**config.mk**
```make
export PLATFORM = sky130hd
export DESIGN_NAME = motor_pwm_ctrl
export DESIGN_NICKNAME = d
export VERILOG_FILES = /design/src/rtl/motor_pkg.sv /design/src/rtl/quad_decoder.sv /design/src/rtl/motor_pwm_ctrl.sv
export SDC_FILE = /design/constraint.sdc
export NUM_CORES = 1
export LEC_CHECK = 0
export ABC_AREA = 1
export BUFFER_PORTS_ARGS = -buffer_cell sky130_fd_sc_hd__buf_2
export CAP_MARGIN = 40
export CORE_MARGIN = 2
export CORE_UTILIZATION = 35
export DETAILED_ROUTE_END_ITERATION = 10
export SLEW_MARGIN = 20
export SYNTH_ARGS = -nofsm -noshare
export SYNTH_HDL_FRONTEND = slang
export SYNTH_HIERARCHICAL = 1
export SYNTH_SLANG_ARGS = --single-unit
```
**constraint.sdc**
```tcl
create_clock -name clk -period 8.08 [get_ports clk]
set_clock_uncertainty 0.15 [all_clocks]
set_input_delay 1.616 -clock clk [delete_from_list [all_inputs] [get_ports clk]]
set_output_delay 1.616 -clock clk [all_outputs]
set_load 0.05 [all_outputs]
```
**src/rtl/motor_pkg.sv**
```systemverilog
// Shared types for the motor PWM controller: bridge FSM states and quadrature step decoding.
package motor_pkg;

  typedef enum logic [2:0] {
    StIdle,
    StDead,
    StRunFwd,
    StRunRev,
    StBrake
  } state_e;

  typedef enum logic [1:0] {
    QuadHold,
    QuadInc,
    QuadDec,
    QuadIllegal
  } quad_step_e;

  // Phase index along the forward sequence 00 -> 01 -> 11 -> 10.
  function automatic logic [1:0] quad_phase(logic [1:0] ab);
    return {ab[1], ab[1] ^ ab[0]};
  endfunction

  function automatic quad_step_e quad_step(logic [1:0] prev_ab, logic [1:0] cur_ab);
    logic [1:0] diff;
    quad_step_e step;
    diff = quad_phase(cur_ab) - quad_phase(prev_ab);
    case (diff)
      2'd1:    step = QuadInc;
      2'd3:    step = QuadDec;
      2'd2:    step = QuadIllegal;
      default: step = QuadHold;
    endcase
    return step;
  endfunction

endpackage

```
**src/rtl/quad_decoder.sv**
```systemverilog
// Quadrature encoder front end: 2-flop synchroniser, then single-cycle step pulses.
module quad_decoder
  import motor_pkg::*;
(
  input  logic clk,
  input  logic rst_n,
  input  logic enc_a,
  input  logic enc_b,
  output logic inc,
  output logic dec,
  output logic illegal
);

  logic [1:0] meta_q, meta_d;
  logic [1:0] sync_q, sync_d;
  logic [1:0] prev_q, prev_d;
  quad_step_e step;

  always_comb begin
    meta_d = {enc_a, enc_b};
    sync_d = meta_q;
    prev_d = sync_q;
  end

  always_ff @(posedge clk or negedge rst_n) begin
    if (!rst_n) begin
      meta_q <= '0;
      sync_q <= '0;
      prev_q <= '0;
    end else begin
      meta_q <= meta_d;
      sync_q <= sync_d;
      prev_q <= prev_d;
    end
  end

  always_comb begin
    step    = quad_step(prev_q, sync_q);
    inc     = (step == QuadInc);
    dec     = (step == QuadDec);
    illegal = (step == QuadIllegal);
  end

endmodule

```
**src/rtl/motor_pwm_ctrl.sv**
```systemverilog
// H-bridge PWM controller with dead-time FSM, quadrature position counter and
// periodic speed samples delivered over a valid/ready handshake.
module motor_pwm_ctrl
  import motor_pkg::*;
#(
  parameter int unsigned PWM_W      = 8,
  parameter int unsigned ENC_W      = 16,
  parameter int unsigned DEADTIME   = 4,
  parameter int unsigned SAMPLE_DIV = 1000
) (
  input  logic             clk,
  input  logic             rst_n,
  input  logic             enable,
  input  logic             dir,
  input  logic             brake,
  input  logic [PWM_W-1:0] duty,
  input  logic             enc_a,
  input  logic             enc_b,
  input  logic             fault_clr,
  input  logic             sample_ready,
  output logic             pwm_a,
  output logic             pwm_b,
  output logic [ENC_W-1:0] enc_count,
  output logic             sample_valid,
  output logic [ENC_W-1:0] sample_data,
  output logic             fault,
  output logic             overrun
);

  localparam int unsigned DeadW = (DEADTIME > 1) ? $clog2(DEADTIME) : 1;
  localparam int unsigned DivW  = (SAMPLE_DIV > 1) ? $clog2(SAMPLE_DIV) : 1;
  localparam logic [PWM_W-1:0] CntLast  = {{(PWM_W-1){1'b1}}, 1'b0};
  localparam logic [DeadW-1:0] DeadLast = DeadW'(DEADTIME - 1);
  localparam logic [DivW-1:0]  DivLast  = DivW'(SAMPLE_DIV - 1);

  logic [PWM_W-1:0] cnt_q, cnt_d, duty_q, duty_d;
  logic             wrap, raw_pwm;
  state_e           state_q, state_d;
  logic [DeadW-1:0] dead_q, dead_d;
  logic             pwm_a_q, pwm_a_d, pwm_b_q, pwm_b_d;
  logic [ENC_W-1:0] enc_count_q, enc_count_d, snap_q, snap_d;
  logic [ENC_W-1:0] sample_data_q, sample_data_d;
  logic [DivW-1:0]  div_q, div_d;
  logic             sample_valid_q, sample_valid_d;
  logic             fault_q, fault_d, overrun_q, overrun_d;
  logic             enc_inc, enc_dec, enc_illegal;
  logic             due, accept, overrun_set;

  quad_decoder u_quad_decoder (
    .clk     (clk),
    .rst_n   (rst_n),
    .enc_a   (enc_a),
    .enc_b   (enc_b),
    .inc     (enc_inc),
    .dec     (enc_dec),
    .illegal (enc_illegal)
  );

  // Period is 2^PWM_W-1 so an all-ones duty stays high for the whole period.
  always_comb begin
    wrap    = (cnt_q == CntLast);
    cnt_d   = wrap ? '0 : cnt_q + 1'b1;
    duty_d  = wrap ? duty : duty_q;
    raw_pwm = (cnt_q < duty_q);
  end

  always_comb begin
    state_d = state_q;
    dead_d  = '0;
    case (state_q)
      StIdle:   if (enable) state_d = StDead;
      StDead: begin
        dead_d = dead_q + 1'b1;
        if (dead_q == DeadLast) state_d = dir ? StRunRev : StRunFwd;
      end
      StRunFwd: if (dir) state_d = StDead;
      StRunRev: if (!dir) state_d = StDead;
      StBrake:  if (!brake) state_d = StIdle;
      default:  state_d = StIdle;
    endcase
    if (brake) begin
      state_d = StBrake;
    end else if (!enable && state_q != StBrake) begin
      state_d = StIdle;
    end
  end

  always_comb begin
    pwm_a_d = 1'b0;
    pwm_b_d = 1'b0;
    case (state_q)
      StRunFwd: pwm_a_d = raw_pwm;
      StRunRev: pwm_b_d = raw_pwm;
      StBrake: begin
        pwm_a_d = 1'b1;
        pwm_b_d = 1'b1;
      end
      default: ;
    endcase
  end

  always_comb begin
    enc_count_d = enc_count_q;
    if (enc_inc) begin
      enc_count_d = enc_count_q + 1'b1;
    end else if (enc_dec) begin
      enc_count_d = enc_count_q - 1'b1;
    end
    fault_d = enc_illegal | (fault_q & ~fault_clr);
  end

  // An unaccepted sample is kept; the newer delta is dropped but the window still restarts.
  always_comb begin
    due            = (div_q == DivLast);
    div_d          = due ? '0 : div_q + 1'b1;
    accept         = sample_valid_q & sample_ready;
    sample_valid_d = sample_valid_q & ~accept;
    sample_data_d  = sample_data_q;
    snap_d         = snap_q;
    overrun_set    = 1'b0;
    if (due) begin
      snap_d = enc_count_q;
      if (!sample_valid_q || accept) begin
        sample_valid_d = 1'b1;
        sample_data_d  = enc_count_q - snap_q;
      end else begin
        overrun_set = 1'b1;
      end
    end
    overrun_d = overrun_set | (overrun_q & ~fault_clr);
  end

  always_ff @(posedge clk or negedge rst_n) begin
    if (!rst_n) begin
      cnt_q          <= '0;
      duty_q         <= '0;
      state_q        <= StIdle;
      dead_q         <= '0;
      pwm_a_q        <= 1'b0;
      pwm_b_q        <= 1'b0;
      enc_count_q    <= '0;
      snap_q         <= '0;
      div_q          <= '0;
      sample_data_q  <= '0;
      sample_valid_q <= 1'b0;
      fault_q        <= 1'b0;
      overrun_q      <= 1'b0;
    end else begin
      cnt_q          <= cnt_d;
      duty_q         <= duty_d;
      state_q        <= state_d;
      dead_q         <= dead_d;
      pwm_a_q        <= pwm_a_d;
      pwm_b_q        <= pwm_b_d;
      enc_count_q    <= enc_count_d;
      snap_q         <= snap_d;
      div_q          <= div_d;
      sample_data_q  <= sample_data_d;
      sample_valid_q <= sample_valid_d;
      fault_q        <= fault_d;
      overrun_q      <= overrun_d;
    end
  end

  assign pwm_a        = pwm_a_q;
  assign pwm_b        = pwm_b_q;
  assign enc_count    = enc_count_q;
  assign sample_valid = sample_valid_q;
  assign sample_data  = sample_data_q;
  assign fault        = fault_q;
  assign overrun      = overrun_q;

endmodule
```
# --- Word-level counts from Yosys, hierarchy flattened ---
# Index checks and enable logic that the tools add are counted.
word_totals:
  reg_bits: 90
  inputBits: 17
  output_inout_bits: 37
classes:
  addsub: 7
  magnitude_cmp: 1
  eq_ne: 18
  n_mux: 20
  n_bitwise: 10
  n_reduce_logical: 8
op_table:
  columns: ["op", "count"]
  rows:
  - ["$mux 16", 2]
  - ["$mux 3", 6]
  - ["$add 16x1->16 const B", 1]
  - ["$ne 4x4->1 const B", 4]
  - ["$sub 16x1->16 const B", 1]
  - ["$sub 16x16->16", 1]
  - ["$pmux 3 s4", 1]
  - ["$add 10x1->10 const B", 1]
  - ["$eq 10x10->1 const B", 1]
  - ["$eq 2x2->1 const B", 5]
  - ["$mux 10", 1]
  - ["$add 8x1->8 const B", 1]
  - ["$eq 8x8->1 const B", 1]
  - ["$lt 8x8->1", 1]
  - ["$mux 8", 1]
  - ["$eq 3x2->1 const B", 2]
  - ["$pmux 2 s3", 1]
  - ["$mux 1", 5]
  - ["$and 1x1->1", 4]
  - ["$eq 2x1->1 const B", 2]
  - ["$pmux 1 s2", 2]
  - ["$reduce_and 4->1", 1]
  - ["$eq 3x1->1 const B", 1]
  - ["$eq 3x3->1 const B", 1]
  - ["other kinds (13)", 17]

# --- Longest topological paths before layout ---
# Gate-level depths: netlist (run 1).
logic_depth:
  depth_word: 7
  depth_mapped: 18

# --- By module ---
# The synthesis (run 1) kept the hierarchy.
by_module_without_submodules:
  columns: ["mod", "instances", "cells_each", "area_each_um2"]
  rows:
  - ["motor_pwm_ctrl", 1, 746, 5378.9]
  - ["quad_decoder", 1, 28, 256.5]

# --- Least setup slack after synthesis (run 1) ---
# No wires, ideal clock.
synth_timing:
  path_type: "register to register"
  start: "reg u_quad_decoder.prev_q[1]"
  end: "reg enc_count_q[7], in the netlist enc_count[7]"
  arrival_ps: 2521
  t_required_ps: 7796
  setup_slack_ps: 5275
  stages_incl_launch_ff: 16
  n_path_buf: 0
  period_less_slack_ps: 2805
  cell_sequence: "dfrtp_1 > xor2_1 > ha_1 > inv_1 > nand3_1 > nand2_1 > nor2_1 > inv_1 > ha_1 > nand2_1 > inv_1 > a21oi_1 > nand2_1 > or2_2 > nand3_1 > o21ai_0"
synth_between:
  elab_chain_cells: 6
  word_cells_on_any_way: 10
  classes_between: "add/sub: 1; eq/ne: 5; mux: 2; bitwise: 1; reduce/logical: 1"
synth_lines:
  columns: ["element", "line", "source"]
  rows:
  - ["start: declaration", "quad_decoder.sv:16", "logic [1:0] prev_q, prev_d;"]
  - ["start signal: assignment", "quad_decoder.sv:33", "prev_q <= prev_d;"]
  - ["$xor 1x1->1", "motor_pkg.sv:21", "return {ab[1], ab[1] ^ ab[0]};"]
  - ["$sub 2x2->2 *", "motor_pkg.sv:27", "diff = quad_phase(cur_ab) - quad_phase(prev_ab);"]
  - ["$eq 2x2->1 or $eq 2x1->1 (tied branches)", "motor_pkg.sv:28", "case (diff)"]
  - ["$pmux 2 s3 *", "motor_pkg.sv:28", null]
  - ["$eq 2x1->1 *", "quad_decoder.sv:39", "inc = (step == QuadInc);"]
  - ["named net enc_inc", "motor_pwm_ctrl.sv:46", "logic enc_inc, enc_dec, enc_illegal;"]
  - ["$mux 16 or $reduce_bool 2->1 (tied branches)", null, null]
  - ["end signal: assignment", "motor_pwm_ctrl.sv:155", "enc_count_q <= enc_count_d;"]
  - ["end: declaration", "motor_pwm_ctrl.sv:41", "logic [ENC_W-1:0] enc_count_q, enc_count_d, snap_q, snap_d;"]
# Mark *: on every way through the listed nets, which the timed path passes. The rest lies on a longest branch.
# A chain may end at the register's enable or synchronous reset.

# --- Worst setup path after layout (run 1) ---
layout_timing:
  start: "reg u_quad_decoder.sync_q[1], in the netlist u_quad_decoder/prev_d[1]"
  end: "reg enc_count_q[6], in the netlist enc_count[6]"
layout_between:
  elab_chain_cells: 6
  word_cells_on_any_way: 10
  classes_between: "add/sub: 1; eq/ne: 5; mux: 2; bitwise: 1; reduce/logical: 1"
layout_lines:
  columns: ["element", "line", "source"]
  rows:
  - ["start: declaration", "quad_decoder.sv:15", "logic [1:0] sync_q, sync_d;"]
  - ["start signal: assignment", "quad_decoder.sv:32", "sync_q <= sync_d;"]
  - ["$xor 1x1->1", "motor_pkg.sv:21", null]
  - ["$sub 2x2->2 *", "motor_pkg.sv:27", null]
  - ["$eq 2x2->1 or $eq 2x1->1 (tied branches)", "motor_pkg.sv:28", null]
  - ["$pmux 2 s3 *", "motor_pkg.sv:28", null]
  - ["$eq 2x1->1 *", "quad_decoder.sv:39", null]
  - ["named net enc_inc", "motor_pwm_ctrl.sv:46", null]
  - ["$mux 16 or $reduce_bool 2->1 (tied branches)", null, null]
# Marked as above.

==> impl_metrics.toml, run 1 <==
[critical_path]
r2r-start = "u_quad_decoder/prev_d[1]"
required_ns = 8.14
cp_data_arrival_time_ns = 3.24
cp-end-kind = "flip-flop"
cp_max_fo = 14
crit_start = "u_quad_decoder/prev_d[1]"
critical_path_class = "flip-flop to flip-flop"
reg2regPathDepth = 15
critPathLaunchType = "flip-flop"
r2r_end = "enc_count[6]"
worst-r2r-setup-slack_ns = 4.90

[layout]
nets = 892
finish.instance_area_um2 = 6446
multiInputGateArea_um2 = 2819
stdcell_count = 1053
fill_cells = 1667
register_area_um2 = 2252
mostFrequentLayoutCells = "nand2_1 (257), inv_1 (131), dfrtp_1 (90)"
layout_commonest_cell = "nand2_1"
drive_gt1_share_pct = 11.47
area_growth_pct = 14.39
antenna_cells = 0
fin_util_pct = 40.73

[global_routing]
overflow = 0
grt_pass1_vias = 4463
grt_start_max_net_pins = 51
grt_antenna_before_repair = 0
grt_usage_pct = 15.71
grt_pass1_wl_mm = 21.00

[pwr]
power.leakage_nw = 3.601
peakVddDrop_mv = 0.1370
power.density_nw_per_um2 = 328.9
p_total_mw = 2.120

[sta]
worst_pin_slew_ns = 0.6316
setup_tns_ns = 0
fin_crit_sh_pct = 39.38
hold_viol_final = 0
setup_viol = 0
fmax_ghz = 0.3143
relSlewSlack_pct = 57.85
slew_violations = 0
hold_ws_ns = 0.2044
grt_setup_unrepaired = "no"
fin_ws_ns = 4.898
min_period_ns = 3.182

[placed_design]
io_buffers = 53
postPlaceCellArea_um2 = 6166
place_ws_ns = 4.874
globalplace.congestion = 0.8398
post-place-cells = 1037
dp_hpwl_mm = 9.516

[cts]
postCtsSetupBuffers = 0
cts_tree = "built"
clock_sinks = 90
cts.clk_slew.worst_paths_ns = 0.07
clock_latency_ns = 0.35
cts_max_level = 3
cts_resized = 0
clock_tree.root_cell = "clkbuf_16"
cts_max_path_buffers = 2
cts_hold_buf = 0
cts_buffers = 9

[die]
core_um2 = 15830
io_pins = 54
fp.dieW_um = 130.9
dieArea_um2 = 17130
die_h_um = 130.9
rows = 46
start_util_pct = 35.60

[route]
vias_per_cell = 4.480
drc_errors = 0
drt-initial-drc-count = 265
vias = 4717
post_drt_wl_per_cell_um = 11.65
firstDrtPassIters = 4
drt_wl_total_mm = 12.27
ant_nets = 0

[synthesis]
syn_inst = 774
ys_seq_area_share_pct = 39.96
yosys_warnings = 6
avgSynthCellArea_um2 = 7.281
synthDistinctLibCells = 38
synth_nets = 834
synth-seq-cells = 90
synth.cell_area_um2 = 5635

[worst_hold_path]
hold_start = "u_quad_decoder/meta_q[1]"
holdCritPathClass = "flip-flop to flip-flop"
hold_depth = 0
hold_end = "u_quad_decoder/prev_d[1]"

[status]
outcome = "finished clean"

[job]
drv_cap = 0
## routing by layer
layer	vias up	wire (um)	track usage (%)
met2	58	5916	26.96
met4	0	122	3.942
li1	2540	-	-
met1	2110	5865	20.14
met5	-	0	0
met3	9	362	3.502
## synthesized netlist by cell type, drive strengths merged
| cell type | instances | share of area (%) |
|---|---|---|
| a211oi | 1 | 0.13 |
| nand3b | 6 | 0.80 |
| a31oi | 1 | 0.11 |
| nor3b | 1 | 0.22 |
| clkbuf | 5 | 0.33 |
| nor2 | 49 | 3.4 |
| o22ai | 3 | 0.33 |
| and3 | 3 | 0.33 |
| nand2 | 261 | 18 |
| fa | 2 | 0.71 |
| nor3 | 17 | 1.9 |
| and2 | 5 | 0.56 |
| buf | 4 | 0.55 |
| clkinv | 1 | 0.067 |
| nand4 | 5 | 0.56 |
| xor2 | 9 | 1.4 |
| nand3 | 49 | 4.6 |
| a21oi | 26 | 2.3 |
| a41oi | 1 | 0.16 |
| o21bai | 2 | 0.27 |
| o21ai | 43 | 4.0 |
| ha | 41 | 9.1 |
| or2 | 9 | 1.0 |
| inv | 136 | 9.1 |
| xnor2 | 4 | 0.62 |
| dfrtp | 90 | 40 |
## cells by family (layout without fill, tap and decap cells)
logic type      Yosys count  in the layout  share of synthesized area, %
fa+ha+maj                43             43                         9.813
simple gates            405            405                         30.93
xor+xnor                 13             13                         2.020
buf+inv                 146            209                         10.01
compound gates           77             77                         7.260
flops                    90             90                         39.96
## final cells by class
cell class                 instances  share of cell area (%)
inverter                         137                   7.977
tap                              216                   4.193
clock buffer                      11                   3.766
timing repair buffer              56                   4.814
multi-input combinational        538                   43.73
sequential                        90                   34.94
clock inverter                     5                  0.5823
## power by group
group	switching (mW)	internal (mW)
registers	0.0778	0.499
logic	0.768	0.378
clock network	0.179	0.218
total	1.03	1.10
## flip-flops by register name, summed over array words and instances (netlist names), 3 cells and up
| register | count |
|---|---|
| snap_q | 16 |
| sample_data | 16 |
| duty_q | 8 |
| enc_count | 16 |
| state_q | 3 |
| cnt_q | 8 |
| div_q | 10 |
## critical path, cell delays in order (launching register included)
cell and delay, ns:
dfrtp_1 0.43, xnor2_1 0.17, ha_1 0.22, inv_1 0.07, nand3_1 0.08, nand2_1 0.05
nor2_1 0.25, inv_1 0.32, ha_1 0.44, nand2_1 0.11, inv_1 0.06, a21oi_1 0.13
nand2_1 0.13, or2_2 0.30, nand3_1 0.06, o21ai_0 0.09
## worst max path at each step
stage | to
detailed placement | enc_count[6]
CTS | enc_count[6]
global placement | enc_count[6]
global route | enc_count[7]
floorplan | enc_count[7]
finish | enc_count[6]
(Power assumes the default switching activity.)
==> inputs of run 2 (changes only) <==
==> constraint.sdc (replaced) <==
create_clock -name clk -period 3.25 [get_ports clk]
set_clock_uncertainty 0.15 [all_clocks]
set_input_delay 0.65 -clock clk [delete_from_list [all_inputs] [get_ports clk]]
set_output_delay 0.65 -clock clk [all_outputs]
set_load 0.05 [all_outputs]
==> run 2 against run 1 <==
Effect of this change: global-route usage decreased by 0.093 points; clock power increased to 2.7 times the previous value; setup slack got worse by 4.6 ns; largest cell class unchanged; hold slack got worse by 0.11 ns; wire length increased by 0.43%; cell area increased by 0.49%; non-clock buffer count increased by 1; sequential power increased by 150%; register-to-register slack got worse by 4.6 ns; die area unchanged.
==> impl_metrics.toml, run 2 (synthesis results as in run 1) <==
[layout]
finish.instance_area_um2 = 6477
register_area_um2 = 2252
multiInputGateArea_um2 = 2819
antenna_cells = 0
nets = 893
fill_cells = 1685
layout_commonest_cell = "nand2_1"
area_growth_pct = 14.94
mostFrequentLayoutCells = "nand2_1 (257), inv_1 (131), dfrtp_1 (90)"
drive_gt1_share_pct = 11.69

[global_routing]
grt_usage_pct = 15.62
grt_pass1_vias = 4534
overflow = 0
grt_start_max_net_pins = 40
grt_pass1_wl_mm = 20.76
grt_antenna_before_repair = 0

[critical_path]
cp_max_fo = 14
cp_data_arrival_time_ns = 3.04
worst-r2r-setup-slack_ns = 0.29
cp-end-kind = "flip-flop"
r2r-start = "u_quad_decoder/prev_d[1]"
critPathLaunchType = "flip-flop"
crit_start = "u_quad_decoder/prev_d[1]"
r2r_end = "enc_count[14]"
required_ns = 3.34
reg2regPathDepth = 16
endpoint = "enc_count[14]"
critical_path_class = "flip-flop to flip-flop"

[pwr]
p_comb_share_pct = 53.2
power.density_nw_per_um2 = 828.4
switchingPower_mw = 2.557
power.leakage_nw = 3.626
p_int_mw = 2.809
p_clk_share_pct = 20.2
p_seq_share_pct = 26.6
peakVddDrop_mv = 0.3332
swShare_pct = 47.65

[sta]
min_period_ns = 2.955
hold_viol_final = 0
worst_pin_slew_ns = 0.6242
fmax_ghz = 0.3384
relSlewSlack_pct = 58.34
grt_setup_unrepaired = "no"
setup_viol = 0
slew_violations = 0
fin_crit_sh_pct = 90.93
hold_ws_ns = 0.09402
setup_tns_ns = 0

[route]
vias = 4746
drt_wl_total_mm = 12.32
vias_per_cell = 4.503
post_drt_wl_per_cell_um = 11.69
firstDrtPassIters = 4
drt-initial-drc-count = 165
ant_nets = 0
drc_errors = 0

[status]
outcome = "finished clean"

[die]
start_util_pct = 35.60
dieArea_um2 = 17130
rows = 46
io_pins = 54
fp.dieW_um = 130.9
core_um2 = 15830
die_h_um = 130.9

[cts]
cts_hold_buf = 0
cts_max_path_buffers = 2
cts_max_level = 3
cts_tree = "built"
clock_tree.root_cell = "clkbuf_16"
cts.clk_slew.worst_paths_ns = 0.07
cts_resized = 0
clock_sinks = 90
cts_buffers = 9
clock_latency_ns = 0.35
postCtsSetupBuffers = 0

[job]
drv_cap = 0

[placed_design]
io_buffers = 53
dp_hpwl_mm = 9.490
globalplace.congestion = 0.8182
postPlaceCellArea_um2 = 6166

[worst_hold_path]
holdCritPathClass = "input port to async pin"
## run 2: metrics by stage
stage,utilization (%),std cells,power [mW],setup WS [ns]
2_1_floorplan,-,774,3.638,0.4454
3_3_place_gp,38.96,1038,4.271,0.2904
3_5_place_dp,38.96,1038,4.297,0.2983
5_1_grt,40.92,1054,5.905,0.04613
6_report,40.92,1054,5.366,0.2949
4_1_cts,40.92,1054,5.422,0.2790
## run 2: layer usage
| metal | up-vias | part of all wire (%) | track usage, % |
|---|---|---|---|
| met5 | - | 0 | 0 |
| met4 | 0 | 1.4 | 6.383 |
| met3 | 13 | 2.9 | 3.420 |
| met2 | 76 | 49 | 27.18 |
| met1 | 2120 | 47 | 18.75 |
| li1 | 2537 | - | - |
## run 2: final cells by class
cell class                 instances  area share [%]
inverter                         137           7.939
multi-input combinational        538           43.52
clock buffer                      10           3.689
timing repair buffer              57           4.790
tap                              216           4.172
sequential                        90           34.77
clock inverter                     6           1.120
## run 2: power by group through the flow
stage	registers [mW]	clock network [mW]	logic, mW
6_report	1.43	1.08	2.85
5_1_grt	1.45	1.18	3.28
4_1_cts	1.43	1.13	2.86
3_5_place_dp	1.45	0	2.85
3_3_place_gp	1.45	0	2.82
2_1_floorplan	1.76	0	1.88
## run 2: worst min path at each step
| stage | end | cells after the start | slack [ns] | from |
|---|---|---|---|---|
| 3_5_place_dp | u_quad_decoder/prev_d[0] | 0 | 0.18 | u_quad_decoder/meta_q[0] |
| 4_1_cts | snap_q[0] | 1 | 0.1 | rst_n |
| 2_1_floorplan | u_quad_decoder/prev_d[0] | 0 | 0.18 | u_quad_decoder/meta_q[0] |
| 6_report | overrun | 1 | 0.09 | rst_n |
| 5_1_grt | overrun | 1 | 0.12 | rst_n |
| 3_3_place_gp | u_quad_decoder/prev_d[1] | 0 | 0.19 | u_quad_decoder/meta_q[1] |
## run 2: worst max-delay path, stage by stage (launching register included)
cell and delay (ns):
dfrtp_1 0.43, xnor2_1 0.17, ha_1 0.22, inv_1 0.07, nand3_1 0.08, nand2_1 0.05
nor2_1 0.11, inv_1 0.24, ha_1 0.45, inv_1 0.09, nor3_1 0.30, and2_1 0.18
nand2_1 0.08, nand2_1 0.08, nand2_1 0.04, nand3_1 0.06, nand2_1 0.06
==> inputs of run 3 (changes only) <==
==> constraint.sdc (replaced) <==
create_clock -name clk -period 3.6 [get_ports clk]
set_clock_uncertainty 0.15 [all_clocks]
set_input_delay 0.72 -clock clk [delete_from_list [all_inputs] [get_ports clk]]
set_output_delay 0.72 -clock clk [all_outputs]
set_load 0.05 [all_outputs]
==> run 3 against run 2 <==
Effect of this change: combinational power decreased by 9.8%; sequential power is 9.8% lower; setup slack better by 0.29 ns; sequential share of layout area did not move; wire length fell by 1.7%; cell count shrank 0.19%; fmax down 1.9%; power is 9.2% lower; cell area unchanged; via count is essentially flat; critical path type unchanged.
==> impl_metrics.toml, run 3 (synthesis results as in run 1) <==
[status]
outcome = "finished clean"

[pwr]
p_comb_share_pct = 52.8
peakVddDrop_mv = 0.3414
p_clk_share_pct = 20.8
power.density_nw_per_um2 = 752.2
power.leakage_nw = 3.618
switchingPower_mw = 2.278
swShare_pct = 46.76
p_seq_share_pct = 26.4
p_int_mw = 2.594

[layout]
nets = 892
mostFrequentLayoutCells = "nand2_1 (257), inv_1 (131), dfrtp_1 (90)"
layout_commonest_cell = "nand2_1"
antenna_cells = 0
multiInputGateArea_um2 = 2819
fill_cells = 1654
register_area_um2 = 2252
area_growth_pct = 14.94
drive_gt1_share_pct = 11.36

[global_routing]
grt_antenna_before_repair = 0
overflow = 0
grt_usage_pct = 15.45
grt_pass1_vias = 4503
grt_pass1_wl_mm = 20.85
grt_start_max_net_pins = 74

[worst_hold_path]
holdCritPathClass = "input port to async pin"

[die]
fp.dieW_um = 130.9
dieArea_um2 = 17130
io_pins = 54
core_um2 = 15830
die_h_um = 130.9
rows = 46
start_util_pct = 35.60

[route]
drt_wl_total_mm = 12.11
vias_per_cell = 4.510
drc_errors = 0
drt-initial-drc-count = 155
firstDrtPassIters = 4
vias = 4744
post_drt_wl_per_cell_um = 11.51
ant_nets = 0

[critical_path]
cp_data_arrival_time_ns = 3.07
critPathLaunchType = "flip-flop"
crit_slowest_cell = "dfrtp_1"
critical_path_class = "flip-flop to flip-flop"
crit_path_max_incr_delay_ns = 0.43
cp-end-kind = "flip-flop"
cp_max_fo = 14
required_ns = 3.65
path_cells = "xnor2_1, ha_1, inv_1, nand3_1, nand2_1, nor2_1, inv_1, ha_1, nand2_1, inv_1, a21oi_1, nand2_1, or2_2, nand3_1, o21ai_0"

[cts]
cts_tree = "built"
cts_hold_buf = 0
clock_tree.root_cell = "clkbuf_16"
clock_sinks = 90
cts_max_level = 3
clock_latency_ns = 0.34
cts.clk_slew.worst_paths_ns = 0.06
cts_max_path_buffers = 2
postCtsSetupBuffers = 0
cts_resized = 0
cts_buffers = 9

[placed_design]
dp_hpwl_mm = 9.327
globalplace.congestion = 0.8217
place_ws_ns = 0.6138
io_buffers = 53

[sta]
grt_setup_unrepaired = "no"
fmax_ghz = 0.3320
fin_ws_ns = 0.5880
hold_viol_final = 0
setup_viol = 0
slew_violations = 0
min_period_ns = 3.012
fin_crit_sh_pct = 83.67
worst_pin_slew_ns = 0.6233
relSlewSlack_pct = 58.40
setup_tns_ns = 0

[job]
drv_cap = 0
run 3: per-layer routing:
layer	global-route usage [%]	wire length, um
met4	4.568	172
met3	3.624	430
met5	0	0
met2	27.24	5877
met1	18.80	5630
run 3: power groups by stage:
stage               combinational [mW]  sequential (mW)  clock (mW)
floorplan                         1.70             1.59           0
global placement                  2.56             1.31           0
global route                      2.96             1.31        1.09
finish                            2.57             1.29        1.01
detailed placement                2.57             1.31           0
CTS                               2.59             1.29        1.05
run 3: through the flow:
step           cell area [um2]  instances  total power [mW]  hold slack, ns  util (%)
2_1_floorplan             5635        774             3.284          0.1812         -
5_1_grt                   6477       1052             5.359         0.08944     40.92
6_report                  6477       1052             4.872         0.09405     40.92
3_3_place_gp              6158       1037             3.864          0.1880     38.91
3_5_place_dp              6158       1037             3.878          0.1902     38.91
4_1_cts                   6477       1052             4.928         0.08595     40.92
run 3: layout make-up:
type / instances / share of cell area (%)
Multi-Input combinational cell: 538 / 43.52
Clock inverter: 4 / 1.178
Clock buffer: 11 / 3.747
Inverter: 137 / 7.939
Timing Repair Buffer: 56 / 4.675
Tap cell: 216 / 4.172
Sequential cell: 90 / 34.77
run 3: final timing paths:
kind,from,end,slack [ns],depth (start not counted)
min in group clk,u_quad_decoder/meta_q[1],u_quad_decoder/prev_d[1],0.20,0
worst max-delay path,u_quad_decoder/prev_d[1],enc_count[6],0.59,15
max in group asynchronous,rst_n,cnt_q[1],2.55,2
worst min-delay path,rst_n,snap_q[0],0.09,1
worst max register to register,u_quad_decoder/prev_d[1],enc_count[6],0.59,15
worst min register to register,u_quad_decoder/meta_q[1],u_quad_decoder/prev_d[1],0.20,0
run 3: worst max-delay path: cells and delay by family, from the launching register on:
family,cells,cell delay (ns)
AOI/OAI and AO/OA,2,0.24
xor gates and xnor gates,1,0.17
adders and majority gates,2,0.63
buffers and inverters,3,0.40
DFF,1,0.43
and+or+nand+nor,7,0.87
